===== src/rtl/if_fetch_stage_if.sv =====
// Instruction memory port of the fetch stage: a registered request with its
// address going out, and a one-cycle acknowledge strobe with the word coming back.
interface if_fetch_stage_if #(
    parameter int PC_WIDTH = 32
);
    logic                imem_req;
    logic [PC_WIDTH-1:0] imem_addr;
    logic                imem_ack;
    logic [31:0]         imem_rdata;

    // Fetch stage side: drives the request and consumes the response.
    modport master (
        output imem_req,
        output imem_addr,
        input  imem_ack,
        input  imem_rdata
    );

    // Memory side: observes the request and returns the response.
    modport slave (
        input  imem_req,
        input  imem_addr,
        output imem_ack,
        output imem_rdata
    );
endinterface


===== src/rtl/if_fetch_stage.sv =====
// Instruction fetch stage: owns the PC and runs the req/ack handshake with
// instruction memory. It presents each fetched word together with its
// address + PC_STEP to the IF stage register.
// A branch redirect flushes all fetched work. If a request is still in
// flight when the redirect arrives, its late response is dropped.
// Build option IF_PREFETCH_EN: when defined, the output slot is a 2-entry
// FIFO, so the next request can go out while one entry is still waiting.
// When undefined, the slot holds a single entry.
module if_fetch_stage #(
    parameter int                  PC_WIDTH = 32,
    parameter logic [PC_WIDTH-1:0] RESET_PC = '0,
    parameter logic [PC_WIDTH-1:0] PC_STEP  = PC_WIDTH'(4)
) (
    input  logic                clk,
    input  logic                rst,
    input  logic                freeze,
    input  logic                branch_taken,
    input  logic [PC_WIDTH-1:0] branch_addr,
    if_fetch_stage_if.master    imem,
    output logic                valid,
    output logic [31:0]         instruction,
    output logic [PC_WIDTH-1:0] pc_out
);

    typedef enum logic [1:0] {
        S_IDLE,
        S_WAIT,
        S_WAIT_DROP
    } state_e;

`ifdef IF_PREFETCH_EN
    localparam logic [1:0] DEPTH = 2'd2;
`else
    localparam logic [1:0] DEPTH = 2'd1;
`endif

    state_e              state_q, state_d;
    logic [PC_WIDTH-1:0] pc_q, pc_d;
    logic [PC_WIDTH-1:0] addr_q, addr_d;
    logic                req_q, req_d;
    logic [1:0]          count_q, count_d;
    logic                valid_q, valid_d;
    logic [31:0]         e0_instr_q, e0_instr_d;
    logic [PC_WIDTH-1:0] e0_pc_q, e0_pc_d;
`ifdef IF_PREFETCH_EN
    logic [31:0]         e1_instr_q, e1_instr_d;
    logic [PC_WIDTH-1:0] e1_pc_q, e1_pc_d;
`endif

    logic                ack_w;
    logic                fill_w;
    logic                consume_w;
    logic                issue_w;
    logic [1:0]          kept_w;
    logic [1:0]          count_after_w;
    logic [PC_WIDTH-1:0] fill_pc_w;

    // Handshake decisions: the PC update, and whether a new request goes out this edge.
    always_comb begin
        ack_w         = imem.imem_ack & req_q;
        fill_w        = ack_w & (state_q == S_WAIT) & ~branch_taken;
        consume_w     = valid_q & ~freeze & ~branch_taken;
        kept_w        = count_q - {1'b0, consume_w};
        count_after_w = branch_taken ? 2'd0 : (kept_w + {1'b0, fill_w});
        issue_w       = ((state_q == S_IDLE) | ack_w) & (count_after_w < DEPTH);
        fill_pc_w     = addr_q + PC_STEP;

        pc_d = pc_q;
        if (branch_taken) begin
            pc_d = branch_addr;
        end else if (fill_w) begin
            pc_d = pc_q + PC_STEP;
        end

        state_d = state_q;
        if (issue_w) begin
            state_d = S_WAIT;
        end else if (ack_w) begin
            state_d = S_IDLE;
        end else if (branch_taken && (state_q == S_WAIT)) begin
            state_d = S_WAIT_DROP;
        end

        req_d  = req_q;
        addr_d = addr_q;
        if (issue_w) begin
            req_d  = 1'b1;
            addr_d = pc_d;
        end else if (ack_w) begin
            req_d = 1'b0;
        end
    end

    // Output slot: pop the head on consume, push the response on fill, empty on redirect.
    always_comb begin
        count_d    = count_after_w;
        e0_instr_d = e0_instr_q;
        e0_pc_d    = e0_pc_q;
`ifdef IF_PREFETCH_EN
        e1_instr_d = e1_instr_q;
        e1_pc_d    = e1_pc_q;
        if (consume_w && (count_q == 2'd2)) begin
            e0_instr_d = e1_instr_q;
            e0_pc_d    = e1_pc_q;
        end
        if (fill_w) begin
            if (kept_w == 2'd0) begin
                e0_instr_d = imem.imem_rdata;
                e0_pc_d    = fill_pc_w;
            end else begin
                e1_instr_d = imem.imem_rdata;
                e1_pc_d    = fill_pc_w;
            end
        end
`else
        if (fill_w) begin
            e0_instr_d = imem.imem_rdata;
            e0_pc_d    = fill_pc_w;
        end
`endif
        valid_d = (count_d != 2'd0);
    end

    // State, request and slot registers; reset clears everything immediately.
    always_ff @(posedge clk or negedge rst) begin
        if (!rst) begin
            state_q    <= S_IDLE;
            pc_q       <= RESET_PC;
            addr_q     <= RESET_PC;
            req_q      <= 1'b0;
            count_q    <= 2'd0;
            valid_q    <= 1'b0;
            e0_instr_q <= '0;
            e0_pc_q    <= '0;
`ifdef IF_PREFETCH_EN
            e1_instr_q <= '0;
            e1_pc_q    <= '0;
`endif
        end else begin
            state_q    <= state_d;
            pc_q       <= pc_d;
            addr_q     <= addr_d;
            req_q      <= req_d;
            count_q    <= count_d;
            valid_q    <= valid_d;
            e0_instr_q <= e0_instr_d;
            e0_pc_q    <= e0_pc_d;
`ifdef IF_PREFETCH_EN
            e1_instr_q <= e1_instr_d;
            e1_pc_q    <= e1_pc_d;
`endif
        end
    end

    assign imem.imem_req  = req_q;
    assign imem.imem_addr = addr_q;
    assign valid          = valid_q;
    assign instruction    = e0_instr_q;
    assign pc_out         = e0_pc_q;

endmodule

===== src/flat_wrapper.sv =====
// flat-port wrapper written by rule: the top's interface ports become plain ports
module if_fetch_stage_flat 
#(
    parameter int                  PC_WIDTH = 32,
    parameter logic [PC_WIDTH-1:0] RESET_PC = '0,
    parameter logic [PC_WIDTH-1:0] PC_STEP  = PC_WIDTH'(4)
)
  (clk, rst, freeze, branch_taken, branch_addr, valid, instruction, pc_out, imem_imem_req, imem_imem_addr, imem_imem_ack, imem_imem_rdata);
  if_fetch_stage_if #(.PC_WIDTH(PC_WIDTH)) imem_i ();
  input  logic clk;
  input  logic rst;
  input  logic freeze;
  input  logic branch_taken;
  input  logic [PC_WIDTH-1:0] branch_addr;
  output logic valid;
  output logic [31:0] instruction;
  output logic [PC_WIDTH-1:0] pc_out;
  output wire logic [$bits(imem_i.imem_req)-1:0] imem_imem_req;
  output wire logic [$bits(imem_i.imem_addr)-1:0] imem_imem_addr;
  input wire logic [$bits(imem_i.imem_ack)-1:0] imem_imem_ack;
  input wire logic [$bits(imem_i.imem_rdata)-1:0] imem_imem_rdata;
  assign imem_imem_req = imem_i.imem_req;
  assign imem_imem_addr = imem_i.imem_addr;
  assign imem_i.imem_ack = imem_imem_ack;
  assign imem_i.imem_rdata = imem_imem_rdata;
  if_fetch_stage #(.PC_WIDTH(PC_WIDTH), .RESET_PC(RESET_PC), .PC_STEP(PC_STEP)) u_core (.clk(clk), .rst(rst), .freeze(freeze), .branch_taken(branch_taken), .branch_addr(branch_addr), .imem(imem_i), .valid(valid), .instruction(instruction), .pc_out(pc_out));
endmodule

===== config.mk =====
export PLATFORM = sky130hd
export DESIGN_NAME = if_fetch_stage_flat
export DESIGN_NICKNAME = d
export VERILOG_FILES = /design/src/rtl/if_fetch_stage_if.sv /design/src/rtl/if_fetch_stage.sv /design/src/flat_wrapper.sv
export SDC_FILE = /design/constraint.sdc
export NUM_CORES = 1
export LEC_CHECK = 0
export ABC_AREA = 0
export CAP_MARGIN = 20
export CORE_MARGIN = 8
export CORE_UTILIZATION = 45
export CTS_CLUSTER_SIZE = 28
export DETAILED_ROUTE_END_ITERATION = 7
export HOLD_SLACK_MARGIN = 0.12
export PLACE_DENSITY = 0.74
export SLEW_MARGIN = 20
export SYNTH_ARGS = -nofsm -noshare
export SYNTH_HDL_FRONTEND = slang
export SYNTH_SLANG_ARGS = --single-unit

===== constraint.sdc =====
create_clock -name clk -period 6 [get_ports clk]
set_clock_uncertainty 0.15 [all_clocks]
set_input_delay 1.2 -clock clk [delete_from_list [all_inputs] [get_ports clk]]
set_output_delay 1.2 -clock clk [all_outputs]
set_load 0.05 [all_outputs]

==> qor.txt, run 1 <==
FF-to-FF Start = u_core.imem.imem_req$_DFFE_PN0P_
Worst min-delay path category = register to register
Mapped Cells = 676
Cell taking the most area after synthesis = dfrtp_1
Antenna fix cells = 0
First-pass GRT wire length = 27650 um
Synth top area share = 52.82%
Seq/Total Area, Yosys = 52.82%
Setup TNS = 0 ns
Yosys warns = 0
Synth Flop Type = dfrtp_1
DIE AREA = 18160 sq um
Placed Area = 8117 sq um
Cell Chain, Critical Path = clkdlybuf4s50_1 > nand4b_4 > or2_2 > clkinv_1 > ha_1 > xnor3_1 > o211ai_1 > buf_4 > mux2_2
VDD IR max = 0.0003305 V
H-tree depth = 4
FF+latch count, synth = 134
Pwr dens = 598.8 nW/um^2
Die H = 134.8 um
Core region area = 13830 sq um
Final Hold Viols = 0
Critical-path top delay cell = clkinv_1
Post-synth EDFFs = 0
Leak pwr = 0.003750 uW
Worst skew pair latency = 0.41 ns
Final ANT Viol Nets = 0
Vias in the first global route = 5310
Max-cap violations = 0
Cell variety after synth = 46
R2R cell count = 8
DRC Markers = 0
Worst-path clk slew = 0.05 ns
CTS Buf Count = 17
Ranking of synthesized cells by area = dfrtp_1 53%, nand2_1 11%, xnor2_1 4.4%, o21ai_0 3.7%, mux2_2 3.2%
Starting DRC count in detailed routing = 293
Drt first pass iters = 5
Hold depth = 2
Unrepaired setup endpoints after global routing = no
Worst-margin pin slew = 0.9998 ns
Total track usage = 19.25%
CTS tree = done
Port bufs = 166
Grt ovf = 0
Relative slew slack = 32.94%
Worst Path Arrival = 4.67 ns
Postcts setup bufs = 0
Critical path type = input port to register
Finished Layout Cells = 1022
Cell family with most CP delay = buffers and inverters
Total number of vias = 5336
Post-DP HPWL = 12800 um
Filler cells = 1143
Root Driver = clkbuf_16
Most frequent cells after synthesis = 180 x nand2_1, 134 x dfrtp_1, 47 x o21ai_0
DRT Wirelength = 17310 um
Initial antenna violation count = 0
Routed len/inst = 16.94 um
DR vias/cell = 5.221
Fraction of layout cells with a size suffix above 1 = 7.007%
Area grow syn2layout = 38.00%
Crit. End Element = register
Pin count of the biggest net entering global routing = 94
Initial Util = 45.91%
Final period utilization = 75.39%
CP required = 6.14 ns
Worst Hold End = u_core.instruction[18]$_DFFE_PN0P_
CP peak stage delay = 0.76 ns
Syn_nets = 749
Final nets = 902
Hold Startpoint = u_core.instruction[18]$_DFFE_PN0P_
Most frequent cell after synthesis = nand2_1
CTS Buffer Depth = 2
Hold-fix buffers, CTS = 0
Core Rows = 43
Worst path buffer plus inverter count = 3
Ports = 167
End of the worst register-to-register path = u_core.imem.imem_addr[6]$_DFFE_PN0P_
Outcome = completed
Routability Congestion = 0.8257
Clock sink count = 134
Final Setup Violations = 0
Max Fanout on Critical Path = 36
Max Clk Rate = 221.1 MHz
Design area = 8761 sq um
Syn_area_per_cell = 9.391 sq um
Flop2flop setup slack = 2.33 ns
Fraction of registers with async set/reset = 100.0%
Fin. max-slew vios = 0
Inst Count DP = 990
Post_cts resized = 0
Post-Syn Area = 6349 sq um
Min cycle time layout = 4.523 ns
Die W = 134.8 um
Setup crit start kind = input port
[sequential cells by signal (all words and copies together) (netlist names)]
register,flops
u_core.imem.imem_addr,32
u_core.instruction,32
u_core.valid,1
u_core.imem.imem_req,1
u_core.pc_q,32
u_core.pc_out,32
u_core.state_q,2
u_core.count_q,2
[tightest hold or removal path: cells and delay by family, from the launching register on]
| family | cells | cell delay, ns |
|---|---|---|
| AND/OR/NAND/NOR | 2 | 0.11 |
| flip-flops | 1 | 0.33 |
[how the worst max path moves through the flow]
stage                              from                                    end  cells past startpoint
after floorplan            branch_taken  u_core.imem.imem_addr[10]$_DFFE_PN0P_                     12
after global routing      imem_imem_ack  u_core.imem.imem_addr[31]$_DFFE_PN0P_                     11
after detailed placement  imem_imem_ack   u_core.imem.imem_addr[6]$_DFFE_PN0P_                      9
after global placement    imem_imem_ack   u_core.imem.imem_addr[3]$_DFFE_PN0P_                      9
final                     imem_imem_ack   u_core.imem.imem_addr[6]$_DFFE_PN0P_                      9
after CTS                 imem_imem_ack   u_core.imem.imem_addr[6]$_DFFE_PN0P_                      9
[kinds of logic (layout without fill, tap and decap cells)]
kind of cell / Yosys count / after routing / synth area share (%)
and+or+nand+nor: 326 / 326 / 23.93
DFF: 134 / 134 / 52.82
AOI/OAI and AO/OA: 82 / 82 / 7.706
buffers and inverters: 57 / 223 / 3.587
xor gates and xnor gates: 46 / 46 / 6.563
muxes: 27 / 27 / 4.612
adders and majority gates: 4 / 4 / 0.7884
[through the flow]
stage               total power, uW  util (%)  hold slack [ns]  setup WS (ns)
floorplan                      3208         -           0.3064          1.604
global placement               4090     58.70           0.3074          1.190
CTS                            5286     63.36           0.3251          1.453
finish                         5246     63.36           0.3230          1.477
global route                   5505     63.36           0.3435          1.187
detailed placement             4160     58.70           0.3115          1.010
[where the power goes]
part / internal [uW] / switching (uW) / leakage (uW)
registers: 1250 / 346 / 0.00165
clock network: 749 / 372 / 0.000316
logic: 864 / 1670 / 0.00179
[layout by cell type (no fill, tap or decap), types with 4 or more instances in the layout]
master,synthesis,layout
a21oi_1,10,10
and2_1,4,4
and3_1,7,7
and4_1,5,5
buf_4,2,5
bufinv_16,0,4
clkbuf_16,0,17
clkbuf_8,0,5
clkdlybuf4s50_1,0,164
dfrtp_1,134,134
ha_1,4,4
inv_1,19,19
mux2_2,18,18
mux2i_1,9,9
nand2_1,180,180
nand3_1,23,23
nand4_1,15,15
nor2_1,26,26
nor2b_1,8,8
nor3_1,25,25
nor3b_1,4,4
nor4_1,15,15
o21ai_0,47,47
o31ai_1,7,7
xnor2_1,32,32
xor2_1,13,13
[metal layers]
layer | GRT usage [%] | wire length, um | vias to the layer above
met4 | 7.112 | 297 | 0
met2 | 30.61 | 7959 | 175
met3 | 4.903 | 1288 | 25
li1 | - | - | 2605
met1 | 24.75 | 7768 | 2531
met5 | 0 | 0 | -
[final cells by class]
cell class / count / area (sq um) / area share (%)
Multi-Input combinational cell: 485 / 2768 / 31.59
Inverter: 20 / 75.07 / 0.8569
Tap cell: 180 / 225.2 / 2.571
Clock buffer: 24 / 501.7 / 5.727
Timing Repair Buffer: 171 / 1695 / 19.35
Sequential cell: 134 / 3353 / 38.27
Clock inverter: 8 / 142.6 / 1.628
(Power assumes the default switching activity.)
==> run 2, diff against run 1 <==
CORE_UTILIZATION = 44   (was 45)
PLACE_DENSITY = 0.75   (was 0.74)
clock period = 3.95 ns   (was 6 ns; I/O delays follow)
==> run 2 against run 1 <==
  * Wire length down 3.0%
  * Highest routed layer unchanged
  * Global-route usage decreased by 0.74 points
  * Sequential power is 49% higher
  * First-iteration DRC count is 42% higher
  * Final area down 0.21%
  * Combinational power increased by 53%
==> qor.txt, run 2 (synthesized netlist as in run 1, its figures left out) <==
Outcome = completed (unchanged)
Area grow syn2layout = 37.70% (was 38.00%)
Final ANT Viol Nets = 0 (unchanged)
Critical-path top delay cell = clkdlybuf4s50_1 (was clkinv_1)
VDD IR max = 0.0003661 V (was 0.0003305 V)
Critical path type = input port to register (unchanged)
CP required = 4.10 ns (was 6.14 ns)
Starting DRC count in detailed routing = 415 (was 293)
Core region area = 14310 sq um (was 13830 sq um)
R2R cell count = 8 (unchanged)
Worst skew pair latency = 0.41 ns (about the same)
Routability Congestion = 0.8363 (was 0.8257)
CTS tree = done (unchanged)
Port bufs = 166 (unchanged)
First-pass GRT wire length = 26900 um (was 27650 um)
Final period utilization = 78.42%
Worst path buffer plus inverter count = 3 (unchanged)
Setup crit start kind = input port (unchanged)
Flop2flop setup slack = 1.35 ns (was 2.33 ns)
Relative slew slack = 44.37% (was 32.94%)
Final nets = 908 (was 902)
Root Driver = clkbuf_16 (unchanged)
Cell family with most CP delay = buffers and inverters (unchanged)
Worst-margin pin slew = 0.8344 ns (was 0.9998 ns)
Fraction of layout cells with a size suffix above 1 = 7.210% (was 7.007%)
Initial Util = 44.35% (was 45.91%)
Core Rows = 44 (was 43)
Postcts setup bufs = 0 (unchanged)
Max Fanout on Critical Path = 18 (was 36)
Drt first pass iters = 6 (was 5)
Max-cap violations = 0 (unchanged)
Routed len/inst = 16.31 um (was 16.94 um)
DIE AREA = 18530 sq um (was 18160 sq um)
DRC Markers = 0 (unchanged)
Die H = 136.1 um (was 134.8 um)
Total number of vias = 5288 (was 5336)
Vias in the first global route = 5133 (was 5310)
Fin. max-slew vios = 0 (unchanged)
Final Setup Violations = 0 (unchanged)
DRT Wirelength = 16800 um (was 17310 um)
Antenna fix cells = 0 (unchanged)
H-tree depth = 4 (unchanged)
Cell Chain, Critical Path = clkdlybuf4s50_1 > nand4b_4 > or2_2 > clkinv_1 > ha_1 > xnor3_1 > o211ai_1 > buf_4 > mux2_2 (unchanged)
Min cycle time layout = 3.097 ns
Total track usage = 18.51% (was 19.25%)
Pin count of the biggest net entering global routing = 94 (unchanged)
Die W = 136.1 um (was 134.8 um)
DR vias/cell = 5.134 (was 5.221)
Leak pwr = 0.003747 uW (was 0.003750 uW)
Setup TNS = 0 ns (unchanged)
FF-to-FF Start = u_core.state_q[1]$_DFFE_PN0P_ (was u_core.imem.imem_req$_DFFE_PN0P_)
Grt ovf = 0 (unchanged)
Initial antenna violation count = 0 (unchanged)
Unrepaired setup endpoints after global routing = no (unchanged)
Worst-path clk slew = 0.05 ns (about the same)
Final Hold Viols = 0 (unchanged)
Commonest non-fill, non-tap cells in the layout = 180 x nand2_1, 164 x clkdlybuf4s50_1, 134 x dfrtp_1 (unchanged)
Final hold slack = 0.2385 ns (was 0.3230 ns)
Ports = 167 (unchanged)
Filler cells = 1234 (was 1143)
Post_cts resized = 0 (unchanged)
CTS Buffer Depth = 2 (unchanged)
Clock sink count = 134 (unchanged)
Post-DP HPWL = 12490 um (was 12800 um)
CTS Buf Count = 17 (unchanged)
Worst min-delay path category = input port to asynchronous set/reset pin (was register to register)
Worst Path Arrival = 3.24 ns (was 4.67 ns)
Pwr dens = 887.1 nW/um^2 (was 598.8 nW/um^2)
CP peak stage delay = 0.58 ns (was 0.76 ns)
Most common cell after layout, fill and taps aside = nand2_1 (unchanged)
Max Clk Rate = 322.8 MHz
Crit. End Element = register (unchanged)
Hold-fix buffers, CTS = 0 (unchanged)
End of the worst register-to-register path = u_core.imem.imem_addr[8]$_DFFE_PN0P_ (was u_core.imem.imem_addr[6]$_DFFE_PN0P_)
==> run 2: worst max-delay path by stage <==
stage                     cells past startpoint                                     to          start
after global routing                          9   u_core.imem.imem_addr[8]$_DFFE_PN0P_  imem_imem_ack
after floorplan                              12  u_core.imem.imem_addr[10]$_DFFE_PN0P_   branch_taken
after CTS                                     9   u_core.imem.imem_addr[8]$_DFFE_PN0P_  imem_imem_ack
after detailed placement                      9   u_core.imem.imem_addr[8]$_DFFE_PN0P_  imem_imem_ack
after global placement                        9   u_core.imem.imem_addr[7]$_DFFE_PN0P_  imem_imem_ack
final                                         9   u_core.imem.imem_addr[8]$_DFFE_PN0P_  imem_imem_ack
==> run 2: where the power goes <==
group	leakage (uW)	internal [uW]	switching, uW
sequential	0.00165	1900	496
combinational	0.00182	1340	2540
clock	0.000279	957	532
total	0.00375	4190	3560
==> run 2: area by class of cell <==
cell class	instances	area [sq um]	area share (%)
Inverter	20	75.07	0.8587
Clock buffer	27	523.0	5.983
Multi-Input combinational cell	485	2768	31.66
Clock inverter	3	40.04	0.4580
Timing Repair Buffer	177	1753	20.05
Sequential cell	134	3353	38.36
Tap cell	184	230.2	2.633
==> run 2: through the flow <==
step / util (%) / instances / setup slack [ns] / instance area, sq um / power, uW
5_1_grt: 61.08 / 1030 / 0.7157 / 8742 / 8140
6_report: 61.08 / 1030 / 0.8525 / 8742 / 7755
3_5_place_dp: 57.14 / 1000 / 0.4162 / 8179 / 6322
3_3_place_gp: 57.14 / 1000 / 0.4511 / 8179 / 6254
2_1_floorplan: - / 676 / 0.1048 / 6350 / 4872
4_1_cts: 61.08 / 1030 / 0.8456 / 8742 / 7830
==> run 2: metal layers <==
layer	GRT usage, %	vias to the layer above	share of wire (%)
li1	-	2624	-
met1	24.43	2496	46
met2	28.85	154	46
met3	5.506	14	7.0
met4	5.430	0	1.1
met5	0	-	0
